==> config.mk <==
export PLATFORM = sky130hd
export DESIGN_NAME = mem_stage_hs
export DESIGN_NICKNAME = d
export VERILOG_FILES = /design/src/rtl/mem_stage_pkg.sv /design/src/rtl/mem_lane_align.sv /design/src/rtl/mem_stage_hs.sv
export SDC_FILE = /design/constraint.sdc
export NUM_CORES = 1
export LEC_CHECK = 0
export ABC_AREA = 1
export CAP_MARGIN = 20
export CORE_MARGIN = 2
export CORE_UTILIZATION = 44
export CTS_CLUSTER_DIAMETER = 80
export CTS_CLUSTER_SIZE = 14
export DETAILED_ROUTE_END_ITERATION = 10
export PLACE_DENSITY = 0.95
export REMOVE_ABC_BUFFERS = 1
export SKIP_CTS_REPAIR_TIMING = 1
export SYNTH_ARGS = -nofsm -noshare
export SYNTH_HDL_FRONTEND = slang
export SYNTH_SLANG_ARGS = --single-unit
==> constraint.sdc <==
create_clock -name clk -period 5.7 [get_ports clk]
set_input_delay 1.14 -clock clk [delete_from_list [all_inputs] [get_ports clk]]
set_output_delay 1.14 -clock clk [all_outputs]
set_load 0.03 [all_outputs]
==> src/rtl/mem_stage_pkg.sv <==
// Shared encodings for the MEM stage: funct3 access codes, FSM states and
// width helpers used by mem_stage_hs and mem_lane_align.
package mem_stage_pkg;

   localparam logic [2:0] F3_B  = 3'b000;
   localparam logic [2:0] F3_H  = 3'b001;
   localparam logic [2:0] F3_W  = 3'b010;
   localparam logic [2:0] F3_D  = 3'b011;
   localparam logic [2:0] F3_BU = 3'b100;
   localparam logic [2:0] F3_HU = 3'b101;
   localparam logic [2:0] F3_WU = 3'b110;

   typedef enum logic [1:0] {
      ST_IDLE = 2'd0,
      ST_REQ  = 2'd1,
      ST_RESP = 2'd2,
      ST_HOLD = 2'd3
   } state_e;

   localparam int DW_NARROW = 32;
   localparam int DW_WIDE   = 64;

   function automatic bit dw_legal(input int dw);
      return (dw == DW_NARROW) || (dw == DW_WIDE);
   endfunction

   // Access size in bytes, clamped so 64-bit ops degrade to word on a 32-bit core.
   function automatic int op_bytes(input logic [2:0] op, input int dw);
      int n;
      case (op)
         F3_B, F3_BU: n = 1;
         F3_H, F3_HU: n = 2;
         F3_W, F3_WU: n = 4;
         F3_D:        n = 8;
         default:     n = dw / 8;
      endcase
      if (n > dw / 8) n = dw / 8;
      return n;
   endfunction

   function automatic bit op_signed(input logic [2:0] op);
      return (op != F3_BU) && (op != F3_HU) && (op != F3_WU);
   endfunction

endpackage

==> src/rtl/mem_lane_align.sv <==
// Combinational lane steering: store data replication and byte mask, load
// lane extraction with sign/zero extension.
module mem_lane_align
   import mem_stage_pkg::*;
#(
   parameter int DATA_WIDTH = 32
) (
   input  logic [2:0]                      op,
   input  logic [$clog2(DATA_WIDTH/8)-1:0] lane,
   input  logic [DATA_WIDTH-1:0]           st_data,
   input  logic [DATA_WIDTH-1:0]           rdata,
   output logic [DATA_WIDTH-1:0]           wdata,
   output logic [DATA_WIDTH/8-1:0]         wmask,
   output logic [DATA_WIDTH-1:0]           ld_data
);

   localparam int NB   = DATA_WIDTH / 8;
   localparam int OFFW = $clog2(NB);
   localparam int BW   = $clog2(DATA_WIDTH);

   int                    nbytes;
   logic [OFFW-1:0]       src;
   logic [DATA_WIDTH-1:0] sh;
   logic [BW-1:0]         msb;
   logic                  sign;

   always_comb begin
      nbytes = op_bytes(op, DATA_WIDTH);
      wdata  = '0;
      wmask  = '0;
      src    = '0;
      for (int i = 0; i < NB; i++) begin
         if (i < nbytes) wmask[i] = 1'b1;
         src = OFFW'(i) & OFFW'(nbytes - 1);
         wdata[8*i +: 8] = st_data[{src, 3'b000} +: 8];
      end
      // bytes pushed past the top lane are dropped, never wrapped
      wmask = wmask << lane;

      sh   = rdata >> {lane, 3'b000};
      msb  = BW'(8 * nbytes - 1);
      sign = op_signed(op) && sh[msb];
      for (int b = 0; b < DATA_WIDTH; b++)
         ld_data[b] = (b < 8 * nbytes) ? sh[b] : sign;
   end

endmodule

==> src/rtl/mem_stage_hs.sv <==
// MEM pipeline stage with handshaked data-memory port and EX stall.
// Define MISALIGN_TRAP_EN to add misalign_trap/trap_addr and trap unaligned accesses.
module mem_stage_hs
   import mem_stage_pkg::*;
#(
   parameter int DATA_WIDTH = 32,
   parameter int ADDR_WIDTH = 32
) (
   input  logic                      clk,
   input  logic                      rst,
   input  logic                      ex_valid,
   output logic                      ex_ready,
   input  logic                      flush,
   input  logic                      reg_wee,
   input  logic                      mem_ree,
   input  logic                      mem_wee,
   input  logic [2:0]                ope,
   input  logic [4:0]                rde,
   input  logic [ADDR_WIDTH-1:0]     pcne,
   input  logic [DATA_WIDTH-1:0]     alu_result,
   input  logic [DATA_WIDTH-1:0]     rd2_ture,
   input  logic [1:0]                wb_ctre,
   output logic                      wb_valid,
   output logic                      reg_wem,
   output logic [4:0]                rdm,
   output logic [ADDR_WIDTH-1:0]     pcnm,
   output logic [DATA_WIDTH-1:0]     alu_resultm,
   output logic [1:0]                wb_ctrm,
   output logic [DATA_WIDTH-1:0]     load_datam,
   output logic                      dmem_req,
   output logic                      dmem_we,
   output logic [ADDR_WIDTH-1:0]     dmem_addr,
   output logic [DATA_WIDTH-1:0]     dmem_wdata,
   output logic [DATA_WIDTH/8-1:0]   dmem_wmask,
   input  logic                      dmem_gnt,
   input  logic                      dmem_rvalid,
   input  logic [DATA_WIDTH-1:0]     dmem_rdata
`ifdef MISALIGN_TRAP_EN
   ,
   output logic                      misalign_trap,
   output logic [ADDR_WIDTH-1:0]     trap_addr
`endif
);

   localparam int NB   = DATA_WIDTH / 8;
   localparam int OFFW = $clog2(NB);

   if (!dw_legal(DATA_WIDTH)) begin : g_bad_width
      $error("mem_stage_hs: DATA_WIDTH must be 32 or 64");
   end

   state_e                state_q, state_d;
   logic                  kill_q, kill_d;
   logic                  reg_we_q, reg_we_d;
   logic                  mem_we_q, mem_we_d;
   logic [2:0]            op_q, op_d;
   logic [4:0]            rd_q, rd_d;
   logic [ADDR_WIDTH-1:0] pcn_q, pcn_d;
   logic [DATA_WIDTH-1:0] alu_q, alu_d;
   logic [DATA_WIDTH-1:0] st_data_q, st_data_d;
   logic [1:0]            wb_ctr_q, wb_ctr_d;
   logic [DATA_WIDTH-1:0] load_data_q, load_data_d;

   logic                  cap;
   logic                  misal;
   logic [DATA_WIDTH-1:0] wdata_al, ld_ext;
   logic [NB-1:0]         wmask_al;

   assign cap = ex_valid && ex_ready && !flush;

`ifdef MISALIGN_TRAP_EN
   logic            trap_q, trap_d;
   logic [OFFW-1:0] size_m1;

   always_comb begin
      size_m1 = OFFW'(op_bytes(ope, DATA_WIDTH) - 1);
      misal   = (mem_ree || mem_wee) && ((alu_result[OFFW-1:0] & size_m1) != '0);
      trap_d  = trap_q;
      if (cap) trap_d = misal;
   end

   always_ff @(posedge clk) begin
      if (rst) trap_q <= 1'b0;
      else     trap_q <= trap_d;
   end

   assign misalign_trap = (state_q == ST_HOLD) && trap_q;
   assign trap_addr     = misalign_trap ? ADDR_WIDTH'(alu_q) : '0;
`else
   assign misal = 1'b0;
`endif

   mem_lane_align #(.DATA_WIDTH(DATA_WIDTH)) u_align (
      .op      (op_q),
      .lane    (alu_q[OFFW-1:0]),
      .st_data (st_data_q),
      .rdata   (dmem_rdata),
      .wdata   (wdata_al),
      .wmask   (wmask_al),
      .ld_data (ld_ext)
   );

   always_ff @(posedge clk) begin
      if (rst) state_q <= ST_IDLE;
      else     state_q <= state_d;
   end

   always_comb begin
      state_d = state_q;
      kill_d  = kill_q;
      case (state_q)
         ST_IDLE, ST_HOLD: begin
            state_d = ST_IDLE;
            kill_d  = 1'b0;
            if (cap) state_d = ((mem_ree || mem_wee) && !misal) ? ST_REQ : ST_HOLD;
         end
         ST_REQ: begin
            if (flush) begin
               // a load granted in the flush cycle still owes a response; drain it
               state_d = (dmem_gnt && !mem_we_q) ? ST_RESP : ST_IDLE;
               kill_d  = dmem_gnt && !mem_we_q;
            end else if (dmem_gnt) begin
               state_d = mem_we_q ? ST_HOLD : ST_RESP;
            end
         end
         ST_RESP: begin
            if (dmem_rvalid) begin
               state_d = (kill_q || flush) ? ST_IDLE : ST_HOLD;
               kill_d  = 1'b0;
            end else if (flush) begin
               kill_d = 1'b1;
            end
         end
         default: state_d = ST_IDLE;
      endcase
   end

   always_comb begin
      ex_ready   = (state_q == ST_IDLE) || (state_q == ST_HOLD);
      wb_valid   = (state_q == ST_HOLD);
      dmem_req   = (state_q == ST_REQ);
      dmem_we    = dmem_req && mem_we_q;
      dmem_addr  = '0;
      dmem_wdata = '0;
      dmem_wmask = '0;
      if (dmem_req) begin
         dmem_addr = ADDR_WIDTH'(alu_q) & ~ADDR_WIDTH'(NB - 1);
         if (mem_we_q) begin
            dmem_wdata = wdata_al;
            dmem_wmask = wmask_al;
         end
      end
   end

   always_comb begin
      reg_we_d    = reg_we_q;
      mem_we_d    = mem_we_q;
      op_d        = op_q;
      rd_d        = rd_q;
      pcn_d       = pcn_q;
      alu_d       = alu_q;
      st_data_d   = st_data_q;
      wb_ctr_d    = wb_ctr_q;
      load_data_d = load_data_q;
      if (cap) begin
         reg_we_d  = reg_wee && !misal;
         mem_we_d  = mem_wee;
         op_d      = ope;
         rd_d      = rde;
         pcn_d     = pcne;
         alu_d     = alu_result;
         st_data_d = rd2_ture;
         wb_ctr_d  = wb_ctre;
      end
      if ((state_q == ST_RESP) && dmem_rvalid && !kill_q && !flush)
         load_data_d = ld_ext;
   end

   always_ff @(posedge clk) begin
      if (rst) begin
         kill_q      <= 1'b0;
         reg_we_q    <= 1'b0;
         mem_we_q    <= 1'b0;
         op_q        <= '0;
         rd_q        <= '0;
         pcn_q       <= '0;
         alu_q       <= '0;
         st_data_q   <= '0;
         wb_ctr_q    <= '0;
         load_data_q <= '0;
      end else begin
         kill_q      <= kill_d;
         reg_we_q    <= reg_we_d;
         mem_we_q    <= mem_we_d;
         op_q        <= op_d;
         rd_q        <= rd_d;
         pcn_q       <= pcn_d;
         alu_q       <= alu_d;
         st_data_q   <= st_data_d;
         wb_ctr_q    <= wb_ctr_d;
         load_data_q <= load_data_d;
      end
   end

   assign reg_wem     = reg_we_q;
   assign rdm         = rd_q;
   assign pcnm        = pcn_q;
   assign alu_resultm = alu_q;
   assign wb_ctrm     = wb_ctr_q;
   assign load_datam  = load_data_q;

endmodule
==> reports/metrics.cfg <==
[outcome]
status=complete, no violations

[routing]
wl_mm=24.5
drtPass1Iterations=5
drc=0
dr.first_iter.drc_count=897
vias_per_cell=5.43
avgRoutedWirePerCell_um=17.3
via_count=7704
drtAntennaViolNets=0

[final_layout]
most-common-layout-cells=clkdlybuf4s50_1, nor2_1, o21ai_0
area_growth_pct=58.9
drive_above_1_share_pct=5.18
fill_cells=1046
mostFrequentLayoutCell=clkdlybuf4s50_1
final_nets=1374

[clock_tree]
cts_sinks=143
path_clk_slew_ns=0.06
clockRootBuffer=clkbuf_16
numCtsBuffers=17
htree_levels=4
cts_tree=yes
clockBufferDepth=2
insertion_delay_ns=0.42

[worst_setup_path]
critical_path_required_ns=4.56
arrival_ns=3.53
crit_fanout=30
slowest_delay_ns=0.71
path_cells=nor2_2, buf_4, inv_1, ha_1, clkinv_1, o211ai_1, o21ai_0, clkdlybuf4s50_1
cp_slowest_cell=clkdlybuf4s50_1
end_kind=output pin
cp-start-kind=flop
critPathKind=flop to output pin

[timing]
period_share_pct=82.0
clock_skew_ns=0.0108
setup_violations=0
maxSlewViolCount=0
max_freq_mhz=214
final.min_clock_period_ns=4.67
hold_viol_final=0
slew-limit-headroom_pct=33.1
rsz0062_at_grt=no
setup_ws_ns=1.03
tns_ns=0
worst_pin_slew_ns=1.00

[pwr]
power_leakage_nw=4.30
ir_worst_vdd_mv=0.223
powerDensity_nw_per_um2=282

[placement]
dp_hpwl_mm=16.8
place.gp.congestion=0.953
post-place-ws_ns=1.49
io_buffers=320

[floorplanning]
design.die.area_um2=15700
rows=44
num_io_pins=323
die_y_um=125
design.core.area_um2=14400
die_w_um=125
initial_utilization_pct=44.8

[logic_synthesis]
syn_avg_cell_area_um2=6.84
synth_seq_area_share_pct=44.3
synth_cells=944
ys_types=24
synth.ff_latch_count=143
netlist.area_leader.share_pct=44.3
synth_area_leaders=dfxtp_1, nor2_1, o21ai_0, a21oi_1, nand2_1
synth_top_area_cell=dfxtp_1
yosysWarnings=0
netlist_area_um2=6460

[global_routing]
grt_usage_pct=30.4
first_global_vias=7479
grt_max_degree=96
grt_pass1_wl_mm=38.6
gr-total-overflow=0
antenna_found_initial=0

[min_path]
min_path_type=flop to flop

[job]
cap_violations=0

## critical path: cells and delay by family, from the launching register on
family	cells	cell delay, ns
AO/OA/AOI/OAI	2	0.37
adder cells (fa/ha/maj)	1	0.36
buffers and inverters	4	1.77
flip-flops	1	0.57
AND/OR/NAND/NOR	1	0.04
## metal layers
| layer | track usage, % | vias to the layer above | share of wire, % |
|---|---|---|---|
| met2 | 52.7 | 488 | 49 |
| met4 | 15.0 | 0 | 4.5 |
| met5 | 0 | - | 0 |
| met1 | 34.1 | 3503 | 37 |
| li1 | - | 3627 | - |
| met3 | 9.03 | 86 | 9.6 |
## stage by stage
stage | hold WS [ns] | std cells | area, um^2 | utilization, % | power (mW)
detailed placement | 0.467 | 1387 | 9660 | 67.0 | 1.79
global route | 0.498 | 1419 | 10300 | 71.1 | 3.01
global placement | 0.456 | 1387 | 9660 | 67.0 | 1.77
finish | 0.467 | 1420 | 10300 | 71.1 | 2.90
floorplan | 0.432 | 875 | 6160 | - | 1.47
CTS | 0.476 | 1419 | 10300 | 71.1 | 2.90
## cells by family after synthesis
logic type	synth area share, %
buf+inv	8.80
compound gates	23.7
other cells	0.0581
fa+ha+maj	0.969
simple gates	22.2
flops	44.3
## cell usage after synthesis
cell / n
ha_1: 5
nand2_2: 1
o21ai_1: 7
inv_2: 5
nor3_1: 5
a21oi_1: 68
nand2_1: 85
o21ai_0: 184
or2_2: 8
a21oi_4: 1
clkbuf_1: 48
nor2_1: 250
o211ai_1: 8
o22ai_1: 7
conb_1: 1
dfxtp_1: 143
a31oi_1: 18
clkinv_1: 1
nand3_1: 6
buf_4: 6
nor2_2: 2
buf_2: 16
nand3_2: 5
inv_1: 64
## flip-flops by register name, summed over array words and instances, names as in the netlist
register and flops:
alu_resultm 32, mem_we_q 1, kill_q 1, st_data_q 32, wb_ctrm 2, state_q 2
load_datam 32, op_q 3, pcnm 32, reg_wem 1, rdm 5
## where the power goes
group | total, mW | switching [mW] | internal [mW]
registers | 1.12 | 0.0485 | 1.07
logic | 0.662 | 0.400 | 0.262
clock network | 1.12 | 0.455 | 0.662
total | 2.90 | 0.903 | 1.99
## final cells by class
class                   instances  area [um^2]  share of cell area [%]
diodes                          1         2.50                  0.0244
clock buffers                  18          439                    4.28
clock inverters                14          158                    1.54
inverters                      70          267                    2.60
multi-input cells             662         3040                    29.6
flip-flops and latches        143         2860                    27.9
well taps                     184          230                    2.24
repair buffers                328         3260                    31.8
## final timing paths
| path | start | to | slack (ns) | cells after the start |
|---|---|---|---|---|
| setup / recovery | op_q[1] | dmem_wdata[26] | 1.03 | 8 |
| hold / removal | op_q[2] | op_q[2] | 0.47 | 2 |
| setup reg to reg | op_q[1] | load_datam[10] | 2.73 | 8 |
| hold reg to reg | op_q[2] | op_q[2] | 0.47 | 2 |
Note: power is estimated with default switching activity, not from simulation.
